### config.mk
export PLATFORM = sky130hd
export DESIGN_NAME = iobus_target_mux
export DESIGN_NICKNAME = d
export VERILOG_FILES = /design/src/rtl/iobus_target_mux.sv
export SDC_FILE = /design/constraint.sdc
export NUM_CORES = 1
export LEC_CHECK = 0
export BUFFER_PORTS_ARGS = -buffer_cell sky130_fd_sc_hd__buf_2
export CORE_AREA = 5 5 125 127
export DETAILED_ROUTE_END_ITERATION = 10
export DIE_AREA = 0 0 130 132
export PLACE_DENSITY = 0.66
export SLEW_MARGIN = 20
export SYNTH_ARGS = -nofsm -noshare
export SYNTH_HDL_FRONTEND = slang
export SYNTH_SLANG_ARGS = --single-unit
### constraint.sdc
create_clock -name clk -period 2.3 [get_ports clk]
set_clock_uncertainty 0.05 [all_clocks]
set_input_delay 0.115 -clock clk [delete_from_list [all_inputs] [get_ports clk]]
set_output_delay 0.115 -clock clk [all_outputs]
set_load 0.01 [all_outputs]
### src/rtl/iobus_target_mux.sv
// MicroBlaze MCS IO bus mux: decodes per-target address windows, forwards strobes,
// and returns the selected target's response or a default one on unmapped/timeout.
module iobus_target_mux #(
    parameter logic [31:0] BASE_ADDRESS      = 32'hC0000000,
    parameter logic [31:0] ADDRESS_STRIDE    = 32'h00001000,
    parameter int          TARGET_COUNT      = 4,
    parameter int          TIMEOUT_CYCLES    = 16,
    parameter logic [31:0] DEFAULT_READ_DATA = 32'hDEADBEEF
) (
    input  logic                         clk,
    input  logic                         rst_n,
    input  logic                         io_addr_strobe,
    input  logic [31:0]                  io_address,
    input  logic [3:0]                   io_byte_enable,
    input  logic                         io_read_strobe,
    input  logic                         io_write_strobe,
    input  logic [31:0]                  io_write_data,
    output logic [31:0]                  io_read_data,
    output logic                         io_ready,
    output logic [TARGET_COUNT-1:0]      tgt_addr_strobe,
    output logic [TARGET_COUNT-1:0]      tgt_read_strobe,
    output logic [TARGET_COUNT-1:0]      tgt_write_strobe,
    output logic [31:0]                  tgt_address,
    output logic [3:0]                   tgt_byte_enable,
    output logic [31:0]                  tgt_write_data,
    input  logic [32*TARGET_COUNT-1:0]   tgt_read_data,
    input  logic [TARGET_COUNT-1:0]      tgt_ready,
    output logic                         timeout_pulse,
    output logic                         unmapped_pulse,
    output logic [7:0]                   error_count
);

    localparam int SW = (TARGET_COUNT > 1) ? $clog2(TARGET_COUNT) : 1;
    localparam int CW = $clog2(TIMEOUT_CYCLES);

    typedef enum logic {IDLE, WAIT} state_t;

    state_t          state_q;
    logic [SW-1:0]   sel_q;
    logic [CW-1:0]   cnt_q;
    logic            ioReady_q;
    logic [31:0]     ioReadData_q;
    logic            timeoutPulse_q;
    logic            unmappedPulse_q;
    logic [7:0]      errorCount_q;

    logic [TARGET_COUNT-1:0] hitVec;
    logic [SW-1:0]           hitIdx_d;
    logic                    reserved;
    logic                    unmapped;
    logic                    accepted;
    logic                    acceptStrobe;
    logic [31:0]             selData;
    logic                    selReady;

    // Window bounds are computed in 33 bits so the top window cannot wrap past 4 GiB.
    for (genvar i = 0; i < TARGET_COUNT; i++) begin : g_decode
        localparam logic [32:0] LO = 33'(BASE_ADDRESS) + 33'(ADDRESS_STRIDE) * 33'(i);
        localparam logic [32:0] HI = LO + 33'(ADDRESS_STRIDE);
        assign hitVec[i] = !reserved && ({1'b0, io_address} >= LO) && ({1'b0, io_address} < HI);
    end

    assign reserved     = (io_address[31:29] == 3'b111);
    assign unmapped     = !reserved && !(|hitVec);
    assign accepted     = (state_q == IDLE);
    assign acceptStrobe = accepted && io_addr_strobe;

    assign tgt_addr_strobe  = hitVec & {TARGET_COUNT{acceptStrobe}};
    assign tgt_read_strobe  = hitVec & {TARGET_COUNT{acceptStrobe && io_read_strobe}};
    assign tgt_write_strobe = hitVec & {TARGET_COUNT{acceptStrobe && io_write_strobe}};
    assign tgt_address      = io_address & (ADDRESS_STRIDE - 32'd1);
    assign tgt_byte_enable  = io_byte_enable;
    assign tgt_write_data   = io_write_data;

    always_comb begin
        hitIdx_d = '0;
        selData  = '0;
        selReady = 1'b0;
        for (int i = 0; i < TARGET_COUNT; i++) begin
            if (hitVec[i]) hitIdx_d = SW'(i);
            if (sel_q == SW'(i)) begin
                selData  = tgt_read_data[32*i +: 32];
                selReady = tgt_ready[i];
            end
        end
    end

    always_ff @(posedge clk) begin
        if (!rst_n) begin
            state_q         <= IDLE;
            sel_q           <= '0;
            cnt_q           <= '0;
            ioReady_q       <= 1'b0;
            ioReadData_q    <= '0;
            timeoutPulse_q  <= 1'b0;
            unmappedPulse_q <= 1'b0;
            errorCount_q    <= '0;
        end else begin
            ioReady_q       <= 1'b0;
            timeoutPulse_q  <= 1'b0;
            unmappedPulse_q <= 1'b0;
            case (state_q)
                IDLE: begin
                    if (io_addr_strobe && |hitVec) begin
                        sel_q   <= hitIdx_d;
                        cnt_q   <= '0;
                        state_q <= WAIT;
                    end else if (io_addr_strobe && unmapped) begin
                        ioReady_q       <= 1'b1;
                        ioReadData_q    <= DEFAULT_READ_DATA;
                        unmappedPulse_q <= 1'b1;
                        if (errorCount_q != 8'hFF) errorCount_q <= errorCount_q + 8'd1;
                    end
                end
                WAIT: begin
                    // A real answer beats a timeout landing on the same cycle.
                    if (selReady) begin
                        ioReady_q    <= 1'b1;
                        ioReadData_q <= selData;
                        state_q      <= IDLE;
                    end else if (cnt_q == CW'(TIMEOUT_CYCLES - 1)) begin
                        ioReady_q      <= 1'b1;
                        ioReadData_q   <= DEFAULT_READ_DATA;
                        timeoutPulse_q <= 1'b1;
                        state_q        <= IDLE;
                        if (errorCount_q != 8'hFF) errorCount_q <= errorCount_q + 8'd1;
                    end else begin
                        cnt_q <= cnt_q + CW'(1);
                    end
                end
                default: state_q <= IDLE;
            endcase
        end
    end

    assign io_ready       = ioReady_q;
    assign io_read_data   = ioReadData_q;
    assign timeout_pulse  = timeoutPulse_q;
    assign unmapped_pulse = unmappedPulse_q;
    assign error_count    = errorCount_q;

endmodule

* Word level (Yosys, flattened, before mapping)
Cells that the tools add are included.
Storage, ports and cells: register bits after elaboration 50, input port bits 205, output and inout port bits 123
Cells by class: add/sub/neg operators 2, $lt $le $gt $ge 8, equality and inequality tests 13, muxes and demuxes 35, bitwise logic cells 5, reduce and logical (&&, ||, !) cells 24
Operators with widths (count):
- 2-to-1 mux 32 bit | 8
- >= comparator 32 bit, second input constant | 4
- < comparator 32 bit, second input constant | 4
- one-hot mux 32 bit (2 select lines) | 1
- 2-to-1 mux 8 bit | 5
- one-hot mux 8 bit (2 select lines) | 1
- logical AND 1 bit | 14
- AND 4 bit | 3
- 2-to-1 mux 1 bit | 12
- 2-to-1 mux 4 bit | 3
- adder 8 x 1 -> 8 bit, second input constant | 1
- != test 8 bit, second input constant | 1
- one-hot mux 4 bit (2 select lines) | 1
- != test 2 x 1 -> 1 bit, second input constant | 3
- != test 2 bit, second input constant | 3
- AND reduction 3 bit | 2
- adder 4 x 1 -> 4 bit, second input constant | 1
- == test 2 bit, second input constant | 2
- == test 4 bit, second input constant | 1
- 2-to-1 mux 2 bit | 2
- one-hot mux 1 bit (2 select lines) | 2
- AND reduction 4 bit | 1
- OR reduction 4 bit | 1
- == test 3 bit, second input constant | 1
- 8 further kinds | 10

* Depth between registers and ports, before layout
Gate-level depths: netlist (run 1).
depth after elaboration 11, depth in mapped cells 6, gate-level depth less buffers 6

* Least setup slack after synthesis (run 1)
OpenSTA, ideal clock, no wires.
path kind register to register, from reg sel_q[0], to reg ioReadData_q[0], in the netlist io_read_data[0], setup time 0.119 ns, arrival time 1.679 ns, required time 2.131 ns, slack 0.453 ns, cell stages (with the launch flop) 7, period minus slack after synthesis 1.847 ns, path through dfxtp_1 > buf_6 > mux4_2 > a31oi_4 > o21ai_4 > buf_6 > o221a_1
Between the ends: longest elaborated chain between the ends 7, elaborated cells on any way between the ends 16, classes of those cells eq/ne: 4; mux: 10; reduce/logical: 2
Ends and longest elaborated chain:
- start, declared | line 39 | logic [SW-1:0] sel_q;
- start signal, assigned | line 105 | sel_q <= hitIdx_d;
- logical NOT 2 bit | line 81 | if (sel_q == SW'(i)) begin
- 2-to-1 mux 1 bit / 2-to-1 mux 32 bit (equally long branches) (4 in a row) | line 81
- != test 3 x 1 -> 1 bit (no line) / 2-to-1 mux 32 bit (equally long branches)
- AND reduction 3 bit (no line) / one-hot mux 32 bit (2 select lines) (equally long branches)
- end signal, assigned | line 119 | ioReadData_q <= selData;
- end, declared | line 42 | logic [31:0] ioReadData_q;
Several ways; a longest one is shown, not always the timed one. A chain may end at the register's enable or synchronous reset.

* Worst setup path after layout (run 1)
from reg sel_q[0], to reg ioReadData_q[21], in the netlist io_read_data[21]
Same word-level chain as after synthesis.

==> flow_metrics.py, run 1 <==
metrics = {
    "global_routing": {
        "grt_first_pass_wirelength_mm": 17.1,
        "grt_usage": 0.126,
        "grt_max_degree": 37,
        "grt_pass1_vias": 3103,
        "overflow": 0,
        "antenna_found_initial": 1,
    },
    "die": {
        "die_area_sq_um": 17200,
        "die_w_um": 130,
        "initial_utilization": 0.242,
        "core_sq_um": 14300,
        "floorplan.io_pins": 328,
        "die_h_um": 132,
        "row_count": 44,
    },
    "sta": {
        "rsz0062_at_grt": "no",
        "period_minus_slack_ns": 1.96,
        "worstMarginPinSlew_ns": 0.889,
        "slew_headroom": 0.405,
        "post-route-period-util": 0.854,
        "setup_ws_ns": 0.337,
        "hold_viol_final": 0,
        "final_max_slew_viol_count": 0,
        "setup_viol": 0,
        "setup_tns_ns": 0,
        "fmax_ghz": 0.509,
    },
    "synth": {
        "yosys_warnings": 0,
        "ys_seq_area_frac": 0.289,
        "synth_xor_area_frac": 0.00253,
        "synthMuxAreaShare": 0.244,
        "synthTopCellsByArea": "dfxtp_1 29%, mux4_2 21%, buf_4 15%, o221a_1 6.8%, nand2_1 3.4%",
        "syn_inst": 330,
        "ys_seq_elements": 50,
        "synth_top_flop_cell": "dfxtp_1",
        "synth_area_sq_um": 3460,
        "synth-simple-area-share": 0.137,
        "synth_area_leader_cell": "dfxtp_1",
        "async_flop_share": 0,
        "synth_adder_area_share": 0.00723,
        "synth-edff-count": 0,
        "yosys.area.top_type_share": 0.289,
        "synthDistinctLibCells": 34,
        "synth_compound_area_frac": 0.132,
        "synth_top_family_by_area": "multiplexers",
        "avgSynthCellArea_sq_um": 10.5,
    },
    "placement": {
        "port-buffer-count": 211,
        "dp_hpwl_mm": 9.39,
        "routabilityCongestion": 0.813,
        "dp_slack_ns": 0.289,
    },
    "power": {
        "power_leakage_nw": 1.95,
        "powerDensity_nw_per_um2": 482,
        "ir_drop_v": 0.000361,
    },
    "setup_path": {
        "cp-startpoint": "sel_q[0]",
        "end_kind": "flip-flop",
        "r2r_start": "sel_q[0]",
        "critPathSlowestCell": "o21ai_4",
        "critical_path_class": "flip-flop to flip-flop",
        "worstPathCellList": "mux4_2 > a31oi_4 > o21ai_4 > o221a_1",
        "max_stage_delay_ns": 0.70,
        "worstPathArrival_ns": 2.14,
        "cp_data_required_time_ns": 2.47,
        "cp_max_fo": 33,
        "crit_path_start_kind": "flip-flop",
    },
    "cts": {
        "cts_buffer_depth": 2,
        "cts_setup_buffers": 0,
        "cts_resized": 0,
        "h-tree-depth": 2,
        "tritoncts": "done",
        "clk_pin_slew_ns": 0.06,
        "cts_hold_buffers": 0,
        "worstSkewPairLatency_ns": 0.29,
        "cts_root_buf": "clkbuf_16",
        "cts_made_buffers": 5,
        "cts.sink_count": 50,
    },
    "layout": {
        "final_core_utilization": 0.309,
        "drive_gt1_frac": 0.555,
        "n_antenna_cell": 0,
        "nNetsFinal": 691,
        "mostFrequentLayoutCell": "buf_2",
        "final_cell_mix": "211 x buf_2, 48 x dfxtp_1, 33 x mux4_2",
        "area_growth_pct": 27.9,
    },
    "drt": {
        "wl_per_cell_um": 16.9,
        "drtAntennaViolNets": 0,
        "vias_per_cell": 4.65,
        "initialDrtViolationCount": 141,
        "drt_drc_violations_left": 0,
        "vias": 3108,
        "firstDrtPassIters": 4,
        "routed_wl_mm": 11.3,
    },
    "run_status": {
        "outcome": "complete, no violations",
    },
    "worst_hold_path": {
        "min-delay-start": "io_address[12]",
        "hp-class": "input port to flip-flop",
    },
    "run": {
        "drv_cap": 0,
    },
}
[cell type report]
type                            count  area (sq um)
Fill cell                        1539          9890
Multi-Input combinational cell    205          1890
Timing Repair Buffer              219          1130
Sequential cell                    50          1000
Tap cell                          184           230
Clock buffer                        6           129
Clock inverter                      2          37.5
Inverter                            3          11.3
[final timing paths]
check,slack [ns],end,depth (start not counted)
min reg2reg,0.40,io_read_data[29],2
min,0.12,sel_q[0],3
max reg2reg,0.34,io_read_data[21],4
max,0.34,io_read_data[21],4
[Yosys cell counts (8+ instances only)]
cell	instances
buf_4	68
dfxtp_1	50
mux4_2	33
nand2_1	31
o221a_1	21
nand4_1	15
clkbuf_1	13
mux2i_1	10
nand2b_1	10
nor4_1	9
o21ai_0	8
[worst max-delay path, delay by kind of cell (launching register included)]
| family | cells | cell delay (ns) |
|---|---|---|
| AO/OA/AOI/OAI | 3 | 1.06 |
| multiplexers | 1 | 0.44 |
| flip-flops | 1 | 0.32 |
[state kept, by name, indices dropped and copies added (netlist names)]
register and cells:
cnt_q 4, error_count 8, io_read_data 32, io_ready 1, sel_q 2, state_q 1, timeout_pulse 1, unmapped_pulse 1
[cells by family after synthesis]
| logic type | after synthesis |
|---|---|
| and+or+nand+nor | 91 |
| DFF | 50 |
| muxes | 43 |
| adders and majority gates | 2 |
| xor gates and xnor gates | 1 |
| AOI/OAI and AO/OA | 48 |
| buffers and inverters | 94 |
| other | 1 |
[through the flow]
step	total power, mW	hold WS, ns	cells	cell area, sq um
floorplan	1.22	0.212	349	3530
global placement	1.31	0.180	661	4260
detailed placement	1.32	0.180	661	4260
CTS	2.18	0.124	669	4430
global route	2.24	0.164	669	4430
finish	2.13	0.122	669	4430
[power by group]
| group | internal, mW | switching, mW |
|---|---|---|
| logic | 0.201 | 0.167 |
| clock network | 0.514 | 0.325 |
| registers | 0.904 | 0.0221 |
| total | 1.62 | 0.514 |
[metal layers]
layer	vias to the layer above	wire, um	track usage
met5	-	11	0
met4	2	162	0.0323
met3	19	989	0.0417
met2	149	5960	0.223
met1	1464	4200	0.145
li1	1474	-	-
No activity file was read; power rests on OpenSTA's default activity.
==> run 2, diff against run 1 <==
==> constraint.sdc (replaced) <==
create_clock -name clk -period 2.3 [get_ports clk]
set_clock_uncertainty 0.05 [all_clocks]
set_input_delay 0.345 -clock clk [delete_from_list [all_inputs] [get_ports clk]]
set_output_delay 0.345 -clock clk [all_outputs]
set_load 0.01 [all_outputs]
==> run 2 against run 1 <==
Against the previous run: clock-buffer cell count increased by 1; largest cell class unchanged; final area increased by 0.20%; via count about the same; critical endpoint is now tgt_read_strobe[0]; clock power decreased by 1%; fmax decreased by 4.8%; sequential share of layout area about the same; worst hold slack improved by 0.22 ns; first-iteration DRC count decreased by 17%; die area unchanged; core utilization increased by 0.061 points; critical path type is now input port to primary output.
==> flow_metrics.py, run 2 (same netlist as run 1, synthesis figures left out) <==
metrics = {
    "sta": {
        "setup_viol": 0,
        "worstMarginPinSlew_ns": 0.912,
        "setup_tns_ns": 0,
        "fmax_ghz": 0.485,
        "setup_ws_ns": 0.237,
        "rsz0062_at_grt": "no",
        "slew_headroom": 0.389,
        "post-route-period-util": 0.897,
        "period_minus_slack_ns": 2.06,
        "final_max_slew_viol_count": 0,
        "hold_viol_final": 0,
        "worst_hold_slack_ns": 0.342,
    },
    "layout": {
        "largest_reg_flops": 32,
        "mostFrequentLayoutCell": "buf_2",
        "final-seq-area_sq_um": 1000,
        "nNetsFinal": 691,
        "drive_gt1_frac": 0.553,
        "area_growth_pct": 28.1,
        "multi_input_area_sq_um": 1890,
        "fin_area_sq_um": 4430,
        "fin_cells": 669,
        "n_antenna_cell": 0,
        "final_core_utilization": 0.310,
        "final_cell_mix": "211 x buf_2, 48 x dfxtp_1, 33 x mux4_2",
        "nFillCells": 1539,
    },
    "run": {
        "drv_cap": 0,
    },
    "setup_path": {
        "critical_path_class": "input port to primary output",
        "end_kind": "primary output",
        "path_buf_inv": 3,
        "worstPathArrival_ns": 1.67,
        "cp_data_required_time_ns": 1.90,
        "worstPathCellList": "buf_2 > nor4_1 > nand4_1 > nor3_1 > buf_4 > nand2_1 > nor3_1 > buf_2",
        "max_stage_delay_ns": 0.29,
        "critPathSlowestCell": "nor4_1",
        "critical-path-top-delay-family": "simple AND/OR/NAND/NOR gates",
        "cp_max_fo": 13,
        "r2r_slack_ns": 0.30,
        "crit_path_start_kind": "input port",
    },
    "placement": {
        "dp_slack_ns": 0.154,
        "port-buffer-count": 211,
        "routabilityCongestion": 0.767,
        "place_inst": 661,
        "dpl-instance-area_sq_um": 4270,
        "dp_hpwl_mm": 9.50,
    },
    "drt": {
        "vias": 3111,
        "vias_per_cell": 4.65,
        "routed_wl_mm": 11.5,
        "wl_per_cell_um": 17.2,
        "initialDrtViolationCount": 117,
        "drt_drc_violations_left": 0,
        "firstDrtPassIters": 4,
        "drtAntennaViolNets": 0,
    },
    "cts": {
        "worstSkewPairLatency_ns": 0.28,
        "h-tree-depth": 2,
        "cts_buffer_depth": 2,
        "cts_made_buffers": 5,
        "cts_setup_buffers": 0,
        "cts_hold_buffers": 0,
        "clk_pin_slew_ns": 0.07,
        "cts.sink_count": 50,
        "cts_resized": 0,
        "tritoncts": "done",
        "cts_root_buf": "clkbuf_16",
    },
    "power": {
        "switchingPower_uw": 505,
        "power_leakage_nw": 1.95,
        "combinationalPowerShare": 0.174,
        "clkPwrFrac": 0.391,
        "seq_power_share": 0.435,
        "internal_power_mw": 1.62,
        "powerDensity_nw_per_um2": 479,
        "ir_drop_v": 0.000280,
        "sw_frac_of_total": 0.238,
        "total_power_mw": 2.12,
    },
    "global_routing": {
        "overflow": 0,
        "grt_pass1_vias": 3175,
        "antenna_found_initial": 0,
        "grt_first_pass_wirelength_mm": 17.1,
        "grt_usage": 0.126,
        "grt_max_degree": 38,
    },
    "die": {
        "core_sq_um": 14300,
        "die_h_um": 132,
        "die_w_um": 130,
        "row_count": 44,
        "initial_utilization": 0.242,
        "floorplan.io_pins": 328,
        "die_area_sq_um": 17200,
    },
    "run_status": {
        "outcome": "complete, no violations",
    },
    "worst_hold_path": {
        "hp-class": "input port to flip-flop",
    },
}
[run 2: cell count changes in the layout (fill, tap and decap cells not counted)]
cell,change
clkbuf_1,+1
buf_12,+1
clkinvlp_4,-1
buf_4,-1
[run 2: final cells by class]
class / instances / area share
Multi-Input combinational cell: 205 / 0.425
Tap cell: 184 / 0.0519
Clock buffer: 7 / 0.0299
Clock inverter: 1 / 0.00677
Inverter: 3 / 0.00254
Sequential cell: 50 / 0.226
Timing Repair Buffer: 219 / 0.257
[run 2: power groups by stage]
stage	sequential [mW]	combinational [mW]	clock, mW
after floorplan	0.961	0.259	0
after global placement	0.944	0.364	0
after detailed placement	0.944	0.374	0
after CTS	0.925	0.374	0.865
after global routing	0.929	0.403	0.890
final	0.924	0.369	0.831
[run 2: tightest hold or removal path: stages]
cell and delay [ns]:
buf_2 0.14, mux2i_1 0.08, nor2_1 0.07
[run 2: final timing paths]
| kind | start | to | depth (start not counted) |
|---|---|---|---|
| worst max-delay path | io_address[28] | tgt_read_strobe[0] | 8 |
| worst min-delay path | io_address[13] | sel_q[1] | 3 |
| worst max register to register | sel_q[0] | io_read_data[29] | 4 |
| worst min register to register | io_read_data[4] | io_read_data[4] | 2 |
[run 2: routing by layer]
| metal | global-route usage | routed length (um) | vias to the layer above | share of wire |
|---|---|---|---|---|
| met1 | 0.147 | 4410 | 1471 | 0.38 |
| met5 | 0 | 0 | - | 0 |
| met2 | 0.224 | 6010 | 149 | 0.52 |
| met4 | 0.0329 | 180 | 0 | 0.016 |
| li1 | - | - | 1475 | - |
| met3 | 0.0357 | 934 | 16 | 0.081 |
==> run 3, diff against run 2 <==
--- a/config.mk
+++ b/config.mk
@@ -6,10 +6,10 @@
 export NUM_CORES = 1
 export LEC_CHECK = 0
 export BUFFER_PORTS_ARGS = -buffer_cell sky130_fd_sc_hd__buf_2
-export CORE_AREA = 5 5 125 127
+export CORE_AREA = 2 2 126 128
 export DETAILED_ROUTE_END_ITERATION = 10
-export DIE_AREA = 0 0 130 132
-export PLACE_DENSITY = 0.66
+export DIE_AREA = 0 0 128 130
+export PLACE_DENSITY = 0.63
 export SLEW_MARGIN = 20
 export SYNTH_ARGS = -nofsm -noshare
 export SYNTH_HDL_FRONTEND = slang
==> run 3 against run 2 <==
Against the previous run: final area up 1.1%; wire length down 4.6%; non-clock buffer count up 2; clock power up 6.7%; first-iteration DRC count up 23%; worst hold slack better by 0.059 ns; cell count up 1.5%; total power up 2.8%; worst setup slack worse by 0.021 ns; core utilization down 1.9 points; via count up 0.84%; critical path type is now flip-flop to flip-flop; critical endpoint is now io_read_data[22]; largest cell class unchanged.
==> flow_metrics.py, run 3 (same netlist as run 1, synthesis figures left out) <==
metrics = {
    "run_status": {
        "outcome": "complete, no violations",
    },
    "drt": {
        "met3WireLength_um": 795,
        "routed_wl_mm": 11.0,
        "vias_per_cell": 4.62,
        "initialDrtViolationCount": 144,
        "top_layer_used": "met4",
        "wl_per_cell_um": 16.2,
        "drtAntennaViolNets": 0,
        "drt_drc_violations_left": 0,
        "vias": 3137,
        "wl_met2_mm": 5.53,
        "wl_met1_mm": 4.53,
        "firstDrtPassIters": 6,
    },
    "sta": {
        "worstMarginPinSlew_ns": 0.979,
        "fmax_ghz": 0.480,
        "rsz0062_at_grt": "no",
        "final_max_slew_viol_count": 0,
        "post-route-period-util": 0.906,
        "period_minus_slack_ns": 2.08,
        "hold_viol_final": 0,
        "setup_ws_ns": 0.216,
        "setup_viol": 0,
        "setup_tns_ns": 0,
        "slew_headroom": 0.345,
    },
    "cts": {
        "cts_made_buffers": 5,
        "clk_pin_slew_ns": 0.08,
        "cts_hold_buffers": 0,
        "cts_buffer_depth": 2,
        "cts_setup_buffers": 0,
        "h-tree-depth": 2,
        "cts_resized": 0,
        "tritoncts": "done",
        "cts_root_buf": "clkbuf_16",
        "cts.sink_count": 50,
        "worstSkewPairLatency_ns": 0.29,
    },
    "global_routing": {
        "overflow": 0,
        "antenna_found_initial": 1,
        "grt_max_degree": 34,
        "grt_usage": 0.119,
        "grt_first_pass_wirelength_mm": 15.4,
        "grt_pass1_vias": 2797,
    },
    "layout": {
        "nNetsFinal": 693,
        "fin_cells": 679,
        "largest_reg_flops": 32,
        "nFillCells": 1628,
        "n_antenna_cell": 0,
        "final-seq-area_sq_um": 1000,
        "drive_gt1_frac": 0.563,
        "mostFrequentLayoutCell": "buf_2",
        "area_growth_pct": 29.5,
        "multi_input_area_sq_um": 1900,
        "final_core_utilization": 0.291,
        "final_cell_mix": "211 x buf_2, 48 x dfxtp_1, 33 x mux4_2",
    },
    "placement": {
        "place_inst": 671,
        "dp_hpwl_mm": 8.77,
        "port-buffer-count": 211,
        "routabilityCongestion": 0.727,
        "dp_slack_ns": 0.181,
    },
    "setup_path": {
        "cp_data_required_time_ns": 2.38,
        "worstPathArrival_ns": 2.17,
        "max_stage_delay_ns": 0.77,
        "cp_max_fo": 33,
        "end_kind": "flip-flop",
        "critPathSlowestCell": "o21ai_4",
        "worstPathCellList": "mux4_2 > a31oi_4 > o21ai_4 > o21ai_0",
        "critical_path_class": "flip-flop to flip-flop",
        "crit_path_start_kind": "flip-flop",
    },
    "worst_hold_path": {
        "hp-class": "input port to flip-flop",
    },
    "die": {
        "die_area_sq_um": 16600,
        "core_sq_um": 15400,
        "row_count": 46,
        "die_w_um": 128,
        "initial_utilization": 0.224,
        "die_h_um": 130,
        "floorplan.io_pins": 328,
    },
    "power": {
        "power_leakage_nw": 1.97,
        "ir_drop_v": 0.000279,
        "powerDensity_nw_per_um2": 487,
        "total_power_mw": 2.18,
    },
    "run": {
        "drv_cap": 0,
    },
}
## run 3: cell count changes in the layout (fill, tap and decap cells not counted)
| cell | change |
|---|---|
| clkbuf_1 | -2 |
| nor4_2 | +1 |
| clkinvlp_4 | +1 |
| nor4_1 | -1 |
| inv_8 | +1 |
| nor3_2 | +1 |
| nor3_1 | -1 |
| buf_4 | +2 |
## run 3: final timing paths
check / start / to / slack (ns) / cells past startpoint
max: sel_q[0] / io_read_data[22] / 0.22 / 4
min: io_address[13] / sel_q[1] / 0.40 / 3
max reg2reg: sel_q[0] / io_read_data[22] / 0.22 / 4
min reg2reg: io_read_data[4] / io_read_data[4] / 0.41 / 2
## run 3: per-stage QoR
step | hold slack, ns | cell area [sq um]
after global routing | 0.422 | 4480
after floorplan | 0.409 | 3530
after CTS | 0.404 | 4470
after detailed placement | 0.404 | 4300
after global placement | 0.396 | 4300
final | 0.401 | 4480
## run 3: worst max-delay path, delay by kind of cell (launching register included)
family,cells,cell delay (ns)
compound gates,3,1.06
mux,1,0.45
flops,1,0.35
## run 3: layout make-up
cell class,instances,area share
Clock buffer,5,0.0279
Clock inverter,3,0.0109
Inverter,3,0.00251
Multi-Input combinational cell,205,0.423
Sequential cell,50,0.224
Tap cell,192,0.0536
Timing Repair Buffer,221,0.258
## run 3: where the power goes
| part | switching, mW | leakage [nW] | total, mW | internal (mW) |
|---|---|---|---|---|
| Combinational | 0.170 | 1.47 | 0.372 | 0.202 |
| Clock | 0.365 | 0.0819 | 0.887 | 0.522 |
| Sequential | 0.0208 | 0.412 | 0.924 | 0.903 |
| Total | 0.556 | 1.97 | 2.18 | 1.63 |
## run 3: routing by layer
metal / global-route usage / up-vias
met1: 0.151 / 1496
li1: - / 1476
met5: 0 / -
met3: 0.0295 / 18
met4: 0.0291 / 0
met2: 0.203 / 147
